### config.mk
export PLATFORM = sky130hd
export DESIGN_NAME = traffic_phase_controller
export DESIGN_NICKNAME = d
export VERILOG_FILES = /design/src/rtl/traffic_phase_controller.sv
export SDC_FILE = /design/constraint.sdc
export NUM_CORES = 1
export LEC_CHECK = 0
export ABC_AREA = 1
export ABC_CLOCK_PERIOD_IN_PS = 2270
export CORE_MARGIN = 2
export CORE_UTILIZATION = 30
export DETAILED_ROUTE_END_ITERATION = 6
export GPL_TIMING_DRIVEN = 0
export PLACE_DENSITY = 0.6
export SYNTH_ARGS = -nofsm -noshare
export SYNTH_HDL_FRONTEND = slang
export SYNTH_SLANG_ARGS = --single-unit
### constraint.sdc
create_clock -name clk -period 2.27 [get_ports clk]
set_input_delay 0.454 -clock clk [delete_from_list [all_inputs] [get_ports clk]]
set_output_delay 0.454 -clock clk [all_outputs]
set_load 0.005 [all_outputs]
### src/rtl/traffic_phase_controller.sv
// Actuated four-approach intersection controller: latched vehicle calls, protected
// left phases, yellow/all-red clearance, rest-in-green and a night flash mode.
module traffic_phase_controller #(
  parameter int MIN_GREEN    = 4,
  parameter int MAX_GREEN    = 10,
  parameter int LEFT_TIME    = 3,
  parameter int YELLOW_TIME  = 2,
  parameter int ALL_RED_TIME = 1,
  parameter int TW           = 8
) (
  input  logic       clk,
  input  logic       reset,
  input  logic       car_north,
  input  logic       car_south,
  input  logic       car_east,
  input  logic       car_west,
  input  logic       car_north_left,
  input  logic       car_south_left,
  input  logic       car_east_left,
  input  logic       car_west_left,
  input  logic       flash_mode,
  output logic [1:0] light_north,
  output logic [1:0] light_south,
  output logic [1:0] light_east,
  output logic [1:0] light_west,
  output logic [1:0] left_north,
  output logic [1:0] left_south,
  output logic [1:0] left_east,
  output logic [1:0] left_west,
  output logic [2:0] phase_id
);

  // state    | meaning
  // S_GREEN  | phase in phase_q is being served
  // S_YELLOW | clearance of the ending phase's green heads
  // S_ALL_RED| all heads red; next phase chosen when the timer expires
  // S_FLASH  | night flash: NS through flashing yellow, all else red
  typedef enum logic [1:0] {S_GREEN, S_YELLOW, S_ALL_RED, S_FLASH} state_t;

  localparam logic [1:0] H_GREEN  = 2'b00;
  localparam logic [1:0] H_YELLOW = 2'b01;
  localparam logic [1:0] H_RED    = 2'b10;
  localparam logic [1:0] H_FLASH  = 2'b11;

  localparam logic [TW-1:0] T_MAX_GREEN = TW'(MAX_GREEN - 1);
  localparam logic [TW-1:0] T_MIN_MARK  = TW'(MAX_GREEN - MIN_GREEN);
  localparam logic [TW-1:0] T_LEFT      = TW'(LEFT_TIME - 1);
  localparam logic [TW-1:0] T_YELLOW    = TW'(YELLOW_TIME - 1);
  localparam logic [TW-1:0] T_ALL_RED   = TW'(ALL_RED_TIME - 1);

  state_t          state_q, state_d;
  logic [2:0]      phase_q, phase_d;
  logic [TW-1:0]   timer_q, timer_d, timer_dec;
  logic            force_ns_q, force_ns_d;
  logic [7:0]      call_q, call_d;
  logic [7:0]      detect, green_mask;

  logic [3:0][1:0] light_g, left_g;
  logic [3:0][1:0] light_o, left_o;
  logic [1:0]      idx_a, idx_b;

  logic            is_thru, min_done, conflict;
  logic            sel_ew, sel_la, sel_lb;
  logic [1:0]      sel_code;
  logic [2:0]      sel_phase;

  // call bits: [3:0] through N,S,E,W; [7:4] left N,S,E,W
  assign detect = {car_west_left, car_east_left, car_south_left, car_north_left,
                   car_west, car_east, car_south, car_north};

  always_comb begin
    for (int i = 0; i < 4; i++) begin
      green_mask[i]   = (light_o[i] == H_GREEN);
      green_mask[i+4] = (left_o[i] == H_GREEN);
    end
  end

  assign call_d = (call_q | detect) & ~green_mask;

  assign is_thru   = (phase_q[1:0] == 2'd0);
  assign timer_dec = (timer_q == '0) ? '0 : timer_q - 1'b1;
  assign min_done  = (timer_q <= T_MIN_MARK);
  assign conflict  = phase_q[2] ? |{call_q[5:4], call_q[1:0]}
                                : |{call_q[7:6], call_q[3:2]};

  // Alternate axis after a through phase; a left phase always hands over to its own through.
  always_comb begin
    sel_ew   = force_ns_q ? 1'b0 : (is_thru ? ~phase_q[2] : phase_q[2]);
    sel_la   = sel_ew ? call_q[6] : call_q[4];
    sel_lb   = sel_ew ? call_q[7] : call_q[5];
    sel_code = 2'd0;
    if (force_ns_q || is_thru) begin
      if (sel_la && sel_lb)  sel_code = 2'd3;
      else if (sel_la)       sel_code = 2'd1;
      else if (sel_lb)       sel_code = 2'd2;
    end
    sel_phase = {sel_ew, sel_code};
  end

  always_ff @(posedge clk) begin
    if (reset) begin
      state_q    <= S_ALL_RED;
      phase_q    <= 3'd0;
      timer_q    <= T_ALL_RED;
      force_ns_q <= 1'b1;
      call_q     <= '0;
    end else begin
      state_q    <= state_d;
      phase_q    <= phase_d;
      timer_q    <= timer_d;
      force_ns_q <= force_ns_d;
      call_q     <= call_d;
    end
  end

  always_comb begin
    state_d    = state_q;
    phase_d    = phase_q;
    timer_d    = timer_dec;
    force_ns_d = force_ns_q;
    case (state_q)
      S_GREEN: begin
        if (is_thru ? (min_done && conflict) : (timer_q == '0)) begin
          state_d = S_YELLOW;
          timer_d = T_YELLOW;
        end
      end
      S_YELLOW: begin
        if (timer_q == '0) begin
          state_d = S_ALL_RED;
          timer_d = T_ALL_RED;
        end
      end
      S_ALL_RED: begin
        if (timer_q == '0) begin
          if (flash_mode) begin
            state_d    = S_FLASH;
            phase_d    = 3'd0;
            force_ns_d = 1'b1;
          end else begin
            state_d    = S_GREEN;
            phase_d    = sel_phase;
            force_ns_d = 1'b0;
            timer_d    = (sel_phase[1:0] == 2'd0) ? T_MAX_GREEN : T_LEFT;
          end
        end
      end
      S_FLASH: begin
        if (!flash_mode) begin
          state_d    = S_ALL_RED;
          timer_d    = T_ALL_RED;
          force_ns_d = 1'b1;
        end
      end
      default: begin
        state_d = S_ALL_RED;
        timer_d = T_ALL_RED;
      end
    endcase
  end

  // Head pattern of the current phase while green; index 0..3 = N,S,E,W.
  assign idx_a = {phase_q[2], 1'b0};
  assign idx_b = {phase_q[2], 1'b1};

  always_comb begin
    light_g = {4{H_RED}};
    left_g  = {4{H_RED}};
    case (phase_q[1:0])
      2'd0: begin
        light_g[idx_a] = H_GREEN;
        light_g[idx_b] = H_GREEN;
        left_g[idx_a]  = H_FLASH;
        left_g[idx_b]  = H_FLASH;
      end
      2'd1: begin
        light_g[idx_a] = H_GREEN;
        left_g[idx_a]  = H_GREEN;
      end
      2'd2: begin
        light_g[idx_b] = H_GREEN;
        left_g[idx_b]  = H_GREEN;
      end
      default: begin
        left_g[idx_a]  = H_GREEN;
        left_g[idx_b]  = H_GREEN;
      end
    endcase
  end

  always_comb begin
    light_o = {4{H_RED}};
    left_o  = {4{H_RED}};
    case (state_q)
      S_GREEN: begin
        light_o = light_g;
        left_o  = left_g;
      end
      S_YELLOW: begin
        for (int i = 0; i < 4; i++) begin
          light_o[i] = (light_g[i] == H_GREEN) ? H_YELLOW : H_RED;
          left_o[i]  = (left_g[i] == H_GREEN) ? H_YELLOW : H_RED;
        end
      end
      S_FLASH: begin
        light_o[0] = H_FLASH;
        light_o[1] = H_FLASH;
      end
      default: ;
    endcase
  end

  assign light_north = light_o[0];
  assign light_south = light_o[1];
  assign light_east  = light_o[2];
  assign light_west  = light_o[3];
  assign left_north  = left_o[0];
  assign left_south  = left_o[1];
  assign left_east   = left_o[2];
  assign left_west   = left_o[3];
  assign phase_id    = phase_q;

endmodule
## Word level (Yosys, flattened, before mapping)

Index checks and enable logic that the tools add are counted.

| storage, ports and cells | value |
|---|---|
| bits of input ports | 11 |
| logic and storage cells | 106 |
| flip-flop bits (word level) | 22 |

| operators by class | value |
|---|---|
| multiplexer cells | 46 |
| add/sub/neg operators | 1 |
| eq/ne operators | 9 |
| order comparisons | 5 |
| bitwise logic cells | 9 |
| reduce and logical (&&, ||, !) cells | 31 |

Operators by type and width:

| kind | number |
|---|---|
| 8-bit 2-to-1 mux | 6 |
| 8-bit one-hot mux with 3 select lines | 2 |
| 2-bit logical NOT | 19 |
| 2-bit 2-to-1 mux | 19 |
| 8-bit one-hot mux with 4 select lines | 1 |
| 8-bit AND | 2 |
| 8-bit NOT | 2 |
| 8-bit bitwise OR | 2 |
| 8-bit one-hot mux with 2 select lines | 1 |
| 4-bit one-hot mux with 3 select lines | 1 |
| 1-bit 2-to-1 mux | 9 |
| 8-bit by 3-bit less-or-equal comparator with 1-bit output (second input constant) | 1 |
| 8-bit logical NOT | 1 |
| 2-bit inequality test (second input constant) | 4 |
| 2-bit one-hot mux with 4 select lines | 1 |
| 4-bit one-hot mux with 2 select lines | 1 |
| 4-bit OR reduction | 2 |
| 8-bit by 1-bit subtractor with 8-bit output (second input constant) | 1 |
| 2-bit == test (second input constant) | 3 |
| 2-bit by 3-bit less-than comparator with 1-bit output (second input constant) | 2 |
| 2-bit demux with 1-bit select | 2 |
| 2-bit by 1-bit == test with 1-bit output (second input constant) | 2 |
| 2-bit by 1-bit greater-or-equal comparator with 1-bit output (second input constant) | 2 |
| 1-bit logical AND | 4 |
| 11 further kinds | 11 |

## Depth between registers and ports, before layout

Gate-level depths: netlist of the first run.

| logic depth | value |
|---|---|
| word-level depth | 13 |
| depth in mapped cells | 13 |
| mapped depth without buffers | 12 |

## Least setup slack after synthesis of the first run

Ideal clock, no wire load.

| timing | value |
|---|---|
| kind | reg-to-reg |
| from | register phase_q[2] (netlist: phase_id[2]) |
| to | register timer_q[0] |
| path slack | 0.681 ns |
| data arrival time | 1.523 ns |
| setup time | 0.066 ns |
| period minus slack after synthesis | 1.589 ns |
| required time | 2.204 ns |
| path buffers | 1 |
| stages on the path, launching flop included | 13 |
| cells stage by stage | dfxtp_1 buf_2 inv_1 ha_1 nor2_1 nand2_1 nand3_1 nand2_1 inv_1 nand2_2 nand2_2 nand2_2 a21oi_2 |

| on the way | value |
|---|---|
| longest elaborated chain between the ends | 13 |
| elaborated cells between the ends (all ways) | 19 |
| those cells by class | mux (15); bitwise (1); reduce/logical (3) |

Ends and longest elaborated chain:

| what | RTL line | RTL |
|---|---|---|
| start, declared | 52 | `logic [2:0] phase_q, phase_d;` |
| start signal, assigned | 109 | `phase_q <= phase_d;` |
| 1-bit NOT | 88 | `sel_ew = force_ns_q ? 1'b0 : (is_thru ? ~phase_q[2] : phase_q[2]);` |
| 1-bit 2-to-1 mux (2 in series) | 88 |  |
| 1-bit 2-to-1 mux | 90 | `sel_lb = sel_ew ? call_q[7] : call_q[5];` |
| 2-bit 2-to-1 mux | 95 | `else if (sel_lb) sel_code = 2'd2;` |
| 2-bit 2-to-1 mux | 94 | `else if (sel_la) sel_code = 2'd1;` |
| 2-bit 2-to-1 mux | 93 | `if (sel_la && sel_lb) sel_code = 2'd3;` |
| 2-bit 2-to-1 mux | 92 | `if (force_ns_q \|\| is_thru) begin` |
| 2-bit logical NOT | 144 | `timer_d = (sel_phase[1:0] == 2'd0) ? T_MAX_GREEN : T_LEFT;` |
| 4-bit 2-to-1 mux | 144 |  |
| 8-bit 2-to-1 mux | 136 | `if (flash_mode) begin` |
| 8-bit 2-to-1 mux | 135 | `if (timer_q == '0) begin` |
| 8-bit one-hot mux with 4 select lines (*) | 121 | `case (state_q)` |
| end signal, assigned | 110 | `timer_q <= timer_d;` |
| end, declared | 53 | `logic [TW-1:0] timer_q, timer_d, timer_dec;` |

Every way passes the cells marked *; elsewhere a longest branch is shown, timed or not.
A chain may end at the register's enable or synchronous reset.

## Worst setup path after layout of the first run

| timing | value |
|---|---|
| from | register phase_q[2] (netlist: phase_id[2]) |
| to | output left_north[0] |

| on the way | value |
|---|---|
| longest elaborated chain between the ends | 10 |
| elaborated cells between the ends (all ways) | 12 |
| those cells by class | order compare (2); mux (5); bitwise (3); reduce/logical (2) |

Ends and longest elaborated chain:

| what | RTL line | RTL |
|---|---|---|
| 2-bit by 3-bit less-than comparator with 1-bit output (not written as such) or 2-bit by 1-bit greater-or-equal comparator with 1-bit output (tied branches) | 173, 178, 185 |  |
| 1-bit logical AND (not written as such) | 173, 178, 185 |  |
| 2-bit 2-to-1 mux (not written as such) | 173, 178, 185 |  |
| 2-bit demux with 1-bit select (*) | 173, 178, 185 |  |
| 3-bit NOT with 4-bit output (no line) | - |  |
| 8-bit AND (no line) | - |  |
| 8-bit one-hot mux with 3 select lines (*) | 169 | `case (phase_q[1:0])` |
| 2-bit logical NOT | 202 | `left_o[i] = (left_g[i] == H_GREEN) ? H_YELLOW : H_RED;` |
| 2-bit 2-to-1 mux | 202 |  |
| 8-bit one-hot mux with 2 select lines (*) | 194 | `case (state_q)` |
| end, declared | 26 | `output logic [1:0] left_north,` |

Marks and branches as above.

==> results of run 1 <==
[tightest hold or removal path, delay by kind of cell (launching register included)]
family           cells  cell delay [ns]
AND/OR/NAND/NOR      1             0.07
AO/OA/AOI/OAI        1             0.09
flip-flops           1             0.34
[registers in the layout, summed over array words and instances (netlist names)]
register and flops:
timer_q 8, force_ns_q 1, state_q 2, phase_id 3, call_q 8
[worst min-delay path by stage]
stage	endpoint	slack, ns	cells past startpoint
floorplan	call_q[2]	0.48	2
global placement	timer_q[7]	0.50	2
detailed placement	force_ns_q	0.51	2
CTS	force_ns_q	0.53	2
global route	force_ns_q	0.56	2
finish	call_q[2]	0.54	2
[logic make-up (layout without fill, tap and decap cells)]
group | after synthesis | in the layout | synth area share
buf+inv | 34 | 66 | 0.0974
fa+ha+maj | 5 | 5 | 0.0473
flops | 22 | 22 | 0.333
xor+xnor | 6 | 6 | 0.0397
compound gates | 25 | 25 | 0.120
simple gates | 105 | 105 | 0.362
[final cells by class]
cell class / instances / share of cell area
Clock buffer: 3 / 0.0234
Tap cell: 52 / 0.0369
Buffer: 2 / 0.00639
Timing Repair Buffer: 29 / 0.166
Inverter: 32 / 0.0681
Sequential cell: 22 / 0.252
Multi-Input combinational cell: 141 / 0.447
[repair_timing]
action                     in CTS  in global routing
pin swaps                       0                  3
setup endpoints to repair       7                  5
gates resized for setup         9                  9
[metal layers]
layer  GRT usage  wire [um]
met5           0          0
met2       0.217       1510
met3      0.0130        134
met4      0.0385         35
met1       0.197       1540
[cell usage in the layout, fill, tap and decap left out, drive strengths merged]
cell type | Yosys | routed
nand2 | 49 | 49
nor2 | 39 | 39
inv | 32 | 32
clkdlybuf4s50 | 0 | 25
dfxtp | 22 | 22
nand3 | 11 | 11
o21ai | 8 | 8
a21oi | 6 | 6
ha | 5 | 5
o221ai | 4 | 4
xor2 | 4 | 4
o22ai | 4 | 4
clkbuf | 1 | 4
nor3 | 3 | 3
o211ai | 2 | 2
and2 | 2 | 2
xnor2 | 2 | 2
dlygate4sd2 | 0 | 2
dlymetal6s2s | 0 | 2
buf | 1 | 1
nand3b | 1 | 1
a31oi | 1 | 1
[stage by stage]
stage               hold WS [ns]   TNS, ns
floorplan                  0.481         0
finish                     0.535         0
global placement           0.504         0
CTS                        0.525         0
detailed placement         0.512         0
global route               0.563  -0.00260
[power groups by stage]
| stage | Sequential (mW) | Clock (mW) | Combinational, mW |
|---|---|---|---|
| finish | 0.561 | 0.245 | 0.972 |
| floorplan | 0.545 | 0 | 0.708 |
| global placement | 0.558 | 0 | 0.962 |
| global route | 0.573 | 0.270 | 1.11 |
| detailed placement | 0.560 | 0 | 0.962 |
| CTS | 0.556 | 0.254 | 0.969 |
[cell usage after synthesis, drive strengths merged]
cell / instances
o21ai: 8
o22ai: 4
o211ai: 2
a31oi: 1
nand3b: 1
inv: 32
clkbuf: 1
nand3: 11
o221ai: 4
buf: 1
xor2: 4
and2: 2
ha: 5
nand2: 49
nor2: 39
a21oi: 6
xnor2: 2
nor3: 3
dfxtp: 22
==> key figures, run 1 <==
Outcome
  • Outcome: complete, no violations

Placed design
  • Placer Congestion: between 0.8 and 0.9
  • Pre-CTS setup slack: 0.153 ns
  • Post-DP HPWL: 2.55 mm
  • Placed Cells incl. Taps: 278
  • PortBufs: 29
  • Dpl cell area: 1680 um2

Route
  • Post-route DRC: 0
  • Number of vias per cell: approximately 4.6
  • Final ANT Viol Nets: 0
  • WL per Instance: 11.5 um
  • Final WL: 3.22 mm
  • Via Count: 1286
  • Starting DRT DRC Count: 101
  • Pre-antenna DRT Iters: 4

Timing
  • # setup viols final: 0
  • Count of final max-slew check failures: 0
  • Worst-margin pin slew: 0.460 ns
  • Final worst-path cycle share: 0.967
  • Post-route setup slack: 0.0740 ns
  • FMAX: 455 MHz
  • Final hold violations: 0
  • Min Tclk post-route: 2.20 ns
  • Slew Limit Headroom: 0.693
  • Worst Skew: 0.00208 ns

CTS
  • CTS root buf: clkbuf_8
  • Sink Count: 22
  • H-tree levels: 1
  • CTS Hold Bufs: 0
  • Postcts setup bufs: 0
  • CTS tree: built
  • Clock Path Buffers: 2
  • CTS clk-pin slew, worst paths: 0.08 ns
  • Insertion delay to the later sink of the worst-skew pair: 0.26 ns
  • Cts bufs inserted: 3

Die
  • Die height: 70.4 um
  • Core Region: 4290 um2
  • IO Count: 30
  • Die width: 70.4 um
  • Row cnt: 24
  • Initial Utilization: 0.308
  • Die Area: 4960 um2

Power
  • P_sw: around 0.79 mW
  • Max IR drop VDD: between 0.0003 and 0.0004 V
  • Internal power: between 0.9 and 1 mW
  • LEAKAGE: roughly 0.83 nW
  • Switch share: 0.446
  • Register share of total power: 0.315
  • Pwr/cell area: 1010 nW/um2
  • Combinational share of power: 0.547
  • Total Power: ~1.8 mW
  • Clock network power share: 0.138

Run
  • Max cap viols: 0

GRT
  • Overall routing resource usage: 0.137
  • Vias in the first global route: 1173
  • GRT overflow: 0
  • First-pass GRT wire length: approximately 5.5 mm
  • Largest net degree at the start of global routing: 12
  • Initial antenna violation count: 0

Yosys
  • Syn avg cell area: 6.71 um2
  • #FFs+latches synth: 22
  • Cell Area, Synth: 1320 um2
  • Post-Synthesis Cells: around 200
  • Yosys top cell by area: dfxtp_1
  • Syn nets: roughly 210
  • Synth warnings: 0
  • Distinct cell type count after synthesis: 27
  • Synth area leaders: dfxtp_1 (33%), nand2_1 (12%), nor2_1 (9.4%), inv_1 (8.2%), ha_1 (4.7%)
  • Yosys top cell area share: 0.333
  • Register area share after synthesis: 0.333

Cells and area
  • Area of the multi-input gates: just under 800 um2
  • Final #Nets: 247
  • Final Util: 0.411
  • Area grow syn2layout: 33.3%
  • # diodes: 0
  • Design Area, Final: 1760 um2
  • Layout fillers: about 460
  • Area occupied by registers: between 400 and 500 um2
  • Fraction of layout cells with a size suffix above 1: 0.135
  • Finished Layout Cells: ~280

Hold path
  • HP Start: call_q[2]
  • Hold WC Path Type: reg -> reg

Critical path
  • CP Class: reg -> out
  • Reg2reg setup slack: 0.53 ns
  • Reg2reg end: timer_q[0]
  • Crit-path cells: buf_4 > inv_2 > ha_1 > inv_1 > o21ai_2 > clkdlybuf4s50_1
  • Setup crit end kind: output pin
  • CP Depth: 6
  • Startpoint Class: register
  • WP buf/inv: 4
  • Crit path capture: left_north[0]
  • Worst stage delay on the critical path: 0.51 ns
  • WP data arrival: roughly 1.7 ns
  • Worst Path Max Fanout: 8
  • Critical Path RT: 1.82 ns
  • Worst reg2reg path startpoint: phase_id[2]
  • Worst reg2reg path depth: 12
  • CP Launch Point: phase_id[2]
  • CP top delay family: buffers and inverters
  • Crit-path slowest cell: clkdlybuf4s50_1
No activity file was read; power rests on OpenSTA's default activity.
==> run 2, diff against run 1 <==
--- a/config.mk
+++ b/config.mk
@@ -7,11 +7,13 @@
 export LEC_CHECK = 0
 export ABC_AREA = 1
 export ABC_CLOCK_PERIOD_IN_PS = 2270
+export CAP_MARGIN = 20
 export CORE_MARGIN = 2
 export CORE_UTILIZATION = 30
 export DETAILED_ROUTE_END_ITERATION = 6
 export GPL_TIMING_DRIVEN = 0
 export PLACE_DENSITY = 0.6
+export SLEW_MARGIN = 20
 export SYNTH_ARGS = -nofsm -noshare
 export SYNTH_HDL_FRONTEND = slang
 export SYNTH_SLANG_ARGS = --single-unit
==> results of run 2 <==
Final layout, timing and power as in run 1 (identical DEF).
==> run 3, diff against run 2 <==
--- a/config.mk
+++ b/config.mk
@@ -12,6 +12,7 @@
 export CORE_UTILIZATION = 30
 export DETAILED_ROUTE_END_ITERATION = 6
 export GPL_TIMING_DRIVEN = 0
+export MAX_ROUTING_LAYER = met4
 export PLACE_DENSITY = 0.6
 export SLEW_MARGIN = 20
 export SYNTH_ARGS = -nofsm -noshare
==> run 3 against run 2 <==
Against the previous run:
- register-to-register slack hardly changed
- first-iteration DRC count stayed put
- sequential power hardly changed
- non-clock buffer count stayed put
- worst hold slack stayed put
- setup slack hardly changed
- largest power group unchanged
==> key figures, run 3 (synthesis gave the netlist of run 1 again) <==
CTS
  • CTS root buf: clkbuf_8
  • CTS Hold Bufs: 0 (unchanged)
  • H-tree levels: 1 (unchanged)
  • Cts bufs inserted: 3 (unchanged)
  • Clock Path Buffers: 2 (unchanged)
  • CTS tree: built
  • CTS clk-pin slew, worst paths: 0.08 ns (about the same)
  • Insertion delay to the later sink of the worst-skew pair: 0.26 ns (about the same)
  • Sink Count: 22 (unchanged)

Die
  • Die Area: 4960 um2 (unchanged)
  • Die width: 70.4 um (unchanged)
  • Row cnt: 24 (unchanged)
  • Core Region: 4290 um2 (unchanged)
  • IO Count: 30 (unchanged)
  • Die height: 70.4 um (unchanged)
  • Initial Utilization: 0.308 (unchanged)

Route
  • Pre-antenna DRT Iters: 4 (unchanged)
  • Met3 Wirelength: 134 um (unchanged)
  • Final WL: 3.22 mm (unchanged)
  • WL per Instance: 11.5 um (unchanged)
  • Top sig layer: met4
  • M1 WL: 1.54 mm (unchanged)
  • Wire length on met2: 1.51 mm (unchanged)
  • Number of vias per cell: 4.58 (unchanged)
  • Final ANT Viol Nets: 0 (unchanged)
  • Starting DRT DRC Count: 101 (unchanged)
  • Post-route DRC: 0 (unchanged)
  • Via Count: 1286 (unchanged)

Cells and area
  • Fraction of layout cells with a size suffix above 1: 0.135 (unchanged)
  • Final #Nets: 247 (unchanged)
  • Final Util: 0.411 (unchanged)
  • Most common cell after layout, fill and taps aside: nand2_1
  • Area grow syn2layout: 33.3% (unchanged)
  • Commonest cells after routing, fill and taps aside: nand2_1 (43), nor2_1 (31), inv_1 (28), clkdlybuf4s50_1 (25), dfxtp_1 (19)
  • # diodes: 0 (unchanged)
  • Layout fillers: 463 (unchanged)

Hold path
  • Hold WC Path Type: reg -> reg

Power
  • Max IR drop VDD: 0.000394 V (about the same)
  • Combinational share of power: 0.547 (about the same)
  • P_sw: 0.792 mW (about the same)
  • LEAKAGE: 0.832 nW (unchanged)
  • Register share of total power: 0.315 (about the same)
  • Pwr/cell area: 1010 nW/um2 (about the same)
  • Internal power: 0.986 mW (about the same)
  • Switch share: 0.446 (about the same)
  • Clock network power share: 0.138 (about the same)

GRT
  • Initial antenna violation count: 0 (unchanged)
  • First-pass GRT wire length: 5.53 mm (+0.11%)
  • Largest net degree at the start of global routing: 12 (unchanged)
  • Vias in the first global route: 1173 (unchanged)
  • GRT overflow: 0 (unchanged)
  • Overall routing resource usage: 0.141 (+0.00379)

Timing
  • Worst-margin pin slew: 0.460 ns (-0.0000180 ns)
  • Count of final max-slew check failures: 0 (unchanged)
  • Final hold violations: 0 (unchanged)
  • Slew Limit Headroom: 0.693 (about the same)
  • Min Tclk post-route: 2.20 ns (+0.00000310 ns)
  • Worst Skew: 0.00208 ns (+0.0000000300 ns)
  • Final worst-path cycle share: 0.967 (about the same)
  • FMAX: 455 MHz (unchanged)
  • # setup viols final: 0 (unchanged)
  • Post-route setup slack: 0.0740 ns (-0.00000310 ns)

Critical path
  • CP Class: reg -> out
  • WP data arrival: 1.74 ns (about the same)
  • Startpoint Class: register
  • Critical Path RT: 1.82 ns (about the same)
  • Worst Path Max Fanout: 8 (unchanged)
  • Setup crit end kind: output pin

Outcome
  • Outcome: complete, no violations

Placed design
  • Placer Congestion: 0.831 (+1.5%)
  • PortBufs: 29 (unchanged)
  • Post-DP HPWL: 2.55 mm (unchanged)
  • Pre-CTS setup slack: 0.153 ns (unchanged)

Run
  • Max cap viols: 0 (unchanged)
run 3: cell counts in the layout (fill, tap and decap cells not counted):
Identical to the previous run, type by type.
run 3: worst max-delay path: stages (launching register included):
cell	delay, ns
dfxtp_1	0.33
buf_4	0.17
inv_2	0.09
ha_1	0.15
inv_1	0.07
o21ai_2	0.15
clkdlybuf4s50_1	0.51
run 3: cell type report:
cell class              instances  area (um2)  share of cell area
flip-flops and latches         22         444               0.252
clock buffers                   3        41.3              0.0234
plain buffers                   2        11.3             0.00639
well taps                      52        65.1              0.0369
repair buffers                 29         293               0.166
multi-input cells             141         788               0.447
inverters                      32         120              0.0681
run 3: worst paths after layout:
path	startpoint	endpoint	slack [ns]	depth (start not counted)
setup / recovery	phase_id[2]	left_north[0]	0.07	6
hold / removal	call_q[2]	call_q[2]	0.54	2
setup reg to reg	phase_id[2]	timer_q[0]	0.53	12
hold reg to reg	call_q[2]	call_q[2]	0.54	2
run 3: power by group through the flow:
stage          Sequential (mW)  Clock, mW  Combinational [mW]
6_report                 0.561      0.245               0.972
5_1_grt                  0.573      0.270                1.11
4_1_cts                  0.556      0.254               0.969
3_5_place_dp             0.560          0               0.962
3_3_place_gp             0.558          0               0.962
2_1_floorplan            0.545          0               0.708
run 3: what timing repair did:
| item | in CTS | in global routing |
|---|---|---|
| setup endpoints to repair | 7 | 5 |
| gates resized for setup | 9 | 9 |
| pin swaps | 0 | 3 |
| setup buffers | 0 | 0 |
run 3: through the flow:
step,instance area [um2],hold slack (ns),total power [mW],setup TNS (ns),cells
2_1_floorplan,1320,0.481,1.25,0,197
3_3_place_gp,1680,0.504,1.52,0,278
3_5_place_dp,1680,0.512,1.52,0,278
4_1_cts,1730,0.525,1.78,0,281
5_1_grt,1760,0.563,1.96,-0.00260,281
6_report,1760,0.535,1.78,0,281
run 3: layer usage:
metal | up-vias | GRT usage
li1 | 682 | -
met1 | 573 | 0.197
met2 | 29 | 0.217
met3 | 2 | 0.0130
met4 | 0 | 0.0385
met5 | - | -
